<file path="config.mk">
export PLATFORM = sky130hd
export DESIGN_NAME = wb_macro_select
export DESIGN_NICKNAME = d
export VERILOG_FILES = /design/src/rtl/wb_macro_select.sv
export SDC_FILE = /design/constraint.sdc
export NUM_CORES = 1
export LEC_CHECK = 0
export CAP_MARGIN = 5
export CORE_AREA = 10 10 137 139
export DETAILED_ROUTE_END_ITERATION = 12
export DIE_AREA = 0 0 147 149
export PLACE_DENSITY_LB_ADDON = 0.05
export SKIP_CTS_REPAIR_TIMING = 1
export SLEW_MARGIN = 40
export SYNTH_ARGS = -nofsm -noshare
export SYNTH_HDL_FRONTEND = slang
export SYNTH_SLANG_ARGS = --single-unit
</file>
<file path="constraint.sdc">
create_clock -name wb_clk_i -period 6.6 [get_ports wb_clk_i]
set_clock_uncertainty 0.15 [all_clocks]
set_input_delay 0.66 -clock wb_clk_i [delete_from_list [all_inputs] [get_ports wb_clk_i]]
set_output_delay 0.66 -clock wb_clk_i [all_outputs]
set_load 0.05 [all_outputs]
</file>
<file path="src/rtl/wb_macro_select.sv">
// Wishbone classic router: host port -> one of NUM_SLAVES macro slots,
// plus a local error/status CSR and a per-transfer ack timeout.
module wb_macro_select #(
    parameter int          NUM_SLAVES   = 3,
    parameter logic [7:0]  BASE_ADDR    = 8'h30,
    parameter int          TIMEOUT      = 255,
    parameter logic [31:0] TIMEOUT_DATA = 32'hDEAD_BEEF
) (
    input  logic                     wb_clk_i,
    input  logic                     wb_rst_ni,
    input  logic                     wbs_cyc_i,
    input  logic                     wbs_stb_i,
    input  logic                     wbs_we_i,
    input  logic [3:0]               wbs_sel_i,
    input  logic [31:0]              wbs_adr_i,
    input  logic [31:0]              wbs_dat_i,
    output logic                     wbs_ack_o,
    output logic [31:0]              wbs_dat_o,
    output logic [NUM_SLAVES-1:0]    m_cyc_o,
    output logic [NUM_SLAVES-1:0]    m_stb_o,
    output logic                     m_we_o,
    output logic [3:0]               m_sel_o,
    output logic [31:0]              m_adr_o,
    output logic [31:0]              m_dat_o,
    input  logic [NUM_SLAVES-1:0]    m_ack_i,
    input  logic [32*NUM_SLAVES-1:0] m_dat_i,
    output logic                     timeout_o
);

    localparam int CW = (TIMEOUT > 1) ? $clog2(TIMEOUT) : 1;
    localparam logic [CW-1:0] CNT_LAST = CW'(TIMEOUT - 1);

    // DONE holds the captured response one cycle so the host ack
    // lands exactly one cycle after the slave ack is sampled.
    typedef enum logic [1:0] {
        S_IDLE,
        S_REQ,
        S_DONE,
        S_RESP
    } state_t;

    state_t                r_state;
    state_t                w_next;
    logic [NUM_SLAVES-1:0] r_oh;
    logic [NUM_SLAVES-1:0] w_oh;
    logic [1:0]            r_slot;
    logic [1:0]            r_last;
    logic [15:0]           r_err;
    logic [CW-1:0]         r_cnt;
    logic [31:0]           r_rdata;
    logic [31:0]           r_dout;
    logic                  r_ack;
    logic                  r_tmo;
    logic                  r_we;
    logic [3:0]            r_sel;
    logic [31:0]           r_adr;
    logic [31:0]           r_wdat;

    logic                  w_req;
    logic                  w_hit;
    logic [1:0]            w_slot;
    logic                  w_is_mac;
    logic                  w_is_csr;
    logic                  w_ack;
    logic                  w_tmo;
    logic [31:0]           w_sdat;
    logic [31:0]           w_csr_rd;

    assign w_req    = wbs_cyc_i & wbs_stb_i;
    assign w_hit    = (wbs_adr_i[31:24] == BASE_ADDR);
    assign w_slot   = wbs_adr_i[21:20];
    assign w_is_mac = w_hit && ({30'd0, w_slot} < 32'(NUM_SLAVES));
    assign w_is_csr = w_hit && (w_slot == 2'd3);
    assign w_ack    = |(m_ack_i & r_oh);
    assign w_tmo    = (r_cnt == CNT_LAST);
    assign w_csr_rd = (wbs_adr_i[3:2] == 2'b00) ?
                      {14'd0, r_last, r_err} : 32'h0;

    // One-hot strobe pattern for the decoded slot
    always_comb begin
        w_oh = '0;
        for (int k = 0; k < NUM_SLAVES; k++) begin
            if (w_slot == 2'(k)) w_oh[k] = 1'b1;
        end
    end

    // Read-data mux restricted to the selected slot
    always_comb begin
        w_sdat = '0;
        for (int k = 0; k < NUM_SLAVES; k++) begin
            if (r_oh[k]) w_sdat = m_dat_i[32*k +: 32];
        end
    end

    // Next-state logic
    always_comb begin
        w_next = r_state;
        case (r_state)
            S_IDLE: begin
                if (w_req) w_next = w_is_mac ? S_REQ : S_DONE;
            end
            S_REQ: begin
                if (!wbs_cyc_i)         w_next = S_IDLE;
                else if (w_ack || w_tmo) w_next = S_DONE;
            end
            S_DONE:  w_next = S_RESP;
            S_RESP:  w_next = S_IDLE;
            default: w_next = S_IDLE;
        endcase
    end

    // State register
    always_ff @(posedge wb_clk_i or negedge wb_rst_ni) begin
        if (!wb_rst_ni) r_state <= S_IDLE;
        else            r_state <= w_next;
    end

    // Request latch, response capture, timeout counter and CSR state
    always_ff @(posedge wb_clk_i or negedge wb_rst_ni) begin
        if (!wb_rst_ni) begin
            r_oh    <= '0;
            r_slot  <= '0;
            r_last  <= '0;
            r_err   <= '0;
            r_cnt   <= '0;
            r_rdata <= '0;
            r_dout  <= '0;
            r_ack   <= 1'b0;
            r_tmo   <= 1'b0;
            r_we    <= 1'b0;
            r_sel   <= '0;
            r_adr   <= '0;
            r_wdat  <= '0;
        end else begin
            r_tmo <= 1'b0;
            case (r_state)
                S_IDLE: begin
                    r_cnt <= '0;
                    if (w_req) begin
                        r_we    <= wbs_we_i;
                        r_sel   <= wbs_sel_i;
                        r_adr   <= wbs_adr_i;
                        r_wdat  <= wbs_dat_i;
                        r_slot  <= w_slot;
                        r_oh    <= w_is_mac ? w_oh : '0;
                        r_rdata <= w_is_csr ? w_csr_rd : TIMEOUT_DATA;
                        if (w_is_csr && wbs_we_i &&
                            wbs_adr_i[3:2] == 2'b00) begin
                            r_err  <= '0;
                            r_last <= '0;
                        end
                    end
                end
                S_REQ: begin
                    if (!wbs_cyc_i) begin
                        r_oh <= '0;
                    end else if (w_ack) begin
                        r_rdata <= w_sdat;
                    end else if (w_tmo) begin
                        r_rdata <= TIMEOUT_DATA;
                        r_tmo   <= 1'b1;
                        r_last  <= r_slot;
                        if (r_err != 16'hFFFF) r_err <= r_err + 16'd1;
                    end else begin
                        r_cnt <= r_cnt + 1'b1;
                    end
                end
                S_DONE: begin
                    r_ack  <= 1'b1;
                    r_dout <= r_rdata;
                end
                S_RESP: begin
                    r_ack  <= 1'b0;
                    r_dout <= '0;
                end
                default: ;
            endcase
        end
    end

    assign m_cyc_o   = (r_state == S_REQ) ? r_oh : '0;
    assign m_stb_o   = (r_state == S_REQ) ? r_oh : '0;
    assign m_we_o    = r_we;
    assign m_sel_o   = r_sel;
    assign m_adr_o   = r_adr;
    assign m_dat_o   = r_wdat;
    assign wbs_ack_o = r_ack;
    assign wbs_dat_o = r_dout;
    assign timeout_o = r_tmo;

endmodule

</file>
==> results.ini <==
[cts]
cts_tree = yes
cts-buffers-inserted = 17
cts.path.max_buffers = 2
cts.clk_slew.worst_paths_ns = 0.06
h-tree-depth = 4
clkLatencyLatePin_ns = 0.43
clkSinkCount = 166
cts_root_buf = clkbuf_16

[placement]
place.gp.congestion = 0.870
dp_hpwl_mm = 19.3
io_buffers = 280
detailedPlace.worstSlack_ns = 3.14

[sta]
setup_slack_ns = 3.34
hold_violations = 0
relSlewSlack_pct = 46.6
finalCritPeriodShare_pct = 49.3
worstMarginPinSlew_ns = 0.802
slew_viol_final = 0
tns_ns = 0
rsz0062_at_grt = false
fin_hold_ws_ns = 0.124
fmax_mhz = 307
period_needed_ns = 3.26
setup_violations = 0

[floorplan]
die_h_um = 149
core_um2 = 16200
die_x_um = 147
initial_core_util_pct = 46.6
rows = 47
ios = 281
dieArea_um2 = 21900

[global_route]
grt_busiest_layer = met2
grt_util_met3_pct = 5.19
grt_use_total_pct = 22.6
grt_pass1_wl_mm = 39.2
use_met1_pct = 27.1
met2_usage_pct = 39.8
grt_antenna_before_repair = 0
grt_pass1_vias = 6709
grt_max_degree = 88
grt.overflow.total = 0

[synthesis]
synth_area_um2 = 7530
ys_seq_elements = 166
seq_area_frac_synth_pct = 55.1
synth_flop_cell = dfrtp_1
ys.warnings.count = 0
syn_area_per_cell_um2 = 11.0
synthArstFlopShare_pct = 100
syn_inst = 685
synth_edf_count = 0
synth_nets = 860
synth_cell_types = 52

[setup_path]
r2r_start = r_oh[2]$_DFFE_PN0P_
endpoint_kind = output pin
critPathKind = reg2out
endpoint = m_stb_o[1]
r2r-end = r_err[13]$_DFFE_PN0P_
cp-startpoint = r_state[0]$_DFFE_PN0P_
reg2reg_depth = 7
arrival_ns = 2.45
start_kind = flip-flop
cp.required_ns = 5.79
rrSetupSlack_ns = 3.46
cp_max_fo = 23

[cells_and_area]
drive_above_1_share_pct = 12.6
area_growth_pct = 46.3
layout_common_cells = clkdlybuf4s50_1, dfrtp_1, mux2_2
layout_commonest_cell = clkdlybuf4s50_1
fin_nets = 1115
diodes = 0

[worst_hold_path]
hp-class = in2async

[power]
p_int_uw = 2810
clkPwrFrac_pct = 18.1
seqPwrFrac_pct = 31.8
p_per_area_nw_per_um2 = 455
power.total_uw = 5020
power_leakage_uw = 0.00449
ir_drop_v = 0.000395
pwr-share-comb_pct = 50.1
swShare_pct = 44.1
netSwitchingPower_uw = 2210

[drt]
wl_per_cell_um = 21.7
routed_wl_mm = 25.5
vias = 6641
drt_pre_antenna_iters = 5
drcViolationCount = 0
first_iter_violations = 599
final_antenna_net_count = 0
via_per_inst = 5.66

[run]
maxCapViolCount = 0

[status]
status = finished clean

==> metrics by stage <==
step	std cells	utilization [%]	area (µm²)
global placement	1141	64.7	10500
CTS	1173	68.1	11000
detailed placement	1141	64.8	10500
finish	1173	68.2	11000
global route	1173	68.2	11000
floorplan	685	-	7530
==> layout make-up <==
cell class	instances	area, µm²
multi-input cells	461	3150
well taps	220	275
clock buffers	21	470
inverters	5	18.8
repair buffers	289	2880
clock inverters	11	77.6
flip-flops and latches	166	4160
fillers	1227	5140
==> cell usage after synthesis, types with 4 or more instances <==
cell type	instances	share of area (%)
nor2_1	42	2.1
a32oi_1	4	0.46
buf_2	4	0.27
o21ai_0	54	3.6
a31oi_1	9	0.75
a22o_1	35	4.1
nand2_1	59	2.9
and3_1	8	0.66
o31ai_1	23	2.3
mux2_2	70	10
dfrtp_1	166	55
clkbuf_1	44	2.2
a211oi_1	14	1.4
and2_1	6	0.50
nand3_1	14	0.93
nand4_1	12	1.0
a21oi_1	30	2.0
inv_1	4	0.20
a22oi_1	32	3.2
==> state kept, by name (all words and copies together), names as in the netlist, 2 cells and up <==
signal	count
m_sel_o	4
r_oh	3
r_cnt	8
r_err	16
r_last	2
r_state	2
r_rdata	32
wbs_dat_o	32
m_dat_o	32
m_adr_o	31
==> routing by layer <==
| layer | part of all wire (%) | wire [µm] | vias to the layer above |
|---|---|---|---|
| li1 | - | - | 3066 |
| met1 | 39 | 10000 | 3291 |
| met2 | 52 | 13400 | 257 |
| met3 | 6.4 | 1630 | 27 |
| met4 | 1.8 | 449 | 0 |
| met5 | 0 | 0 | - |
==> power groups by stage <==
stage / clock network (µW) / logic [µW] / registers [µW]
global placement: 0 / 2490 / 1590
detailed placement: 0 / 2530 / 1620
CTS: 923 / 2540 / 1600
global route: 966 / 2630 / 1640
finish: 909 / 2520 / 1600
floorplan: 0 / 598 / 2590
==> worst min path at each step <==
stage	startpoint	to	slack, ns
final	wb_rst_ni	m_dat_o[20]$_DFFE_PN0P_	0.12
after global routing	wb_rst_ni	m_adr_o[6]$_DFFE_PN0P_	0.15
after CTS	wb_rst_ni	m_adr_o[6]$_DFFE_PN0P_	0.17
after detailed placement	r_rdata[16]$_DFFE_PN0P_	r_rdata[16]$_DFFE_PN0P_	0.32
after global placement	r_rdata[22]$_DFFE_PN0P_	r_rdata[22]$_DFFE_PN0P_	0.31
after floorplan	wb_rst_ni	m_adr_o[0]$_DFFE_PN0P_	0.21
==> critical path, cell delays in order, from the launching register on <==
cell	delay, ns
dfrtp_1	0.50
nor2b_1	0.17
buf_4	0.28
and2_1	0.23
clkdlybuf4s50_1	0.83
==> kinds of logic after synthesis <==
kind of cell	synth area share, %
AOI/OAI and AO/OA	20.3
DFF	55.1
and+or+nand+nor	10.0
muxes	10.7
buffers and inverters	3.20
adders and majority gates	0.498
xor gates and xnor gates	0.116
No activity file was read; power rests on OpenSTA's default activity.
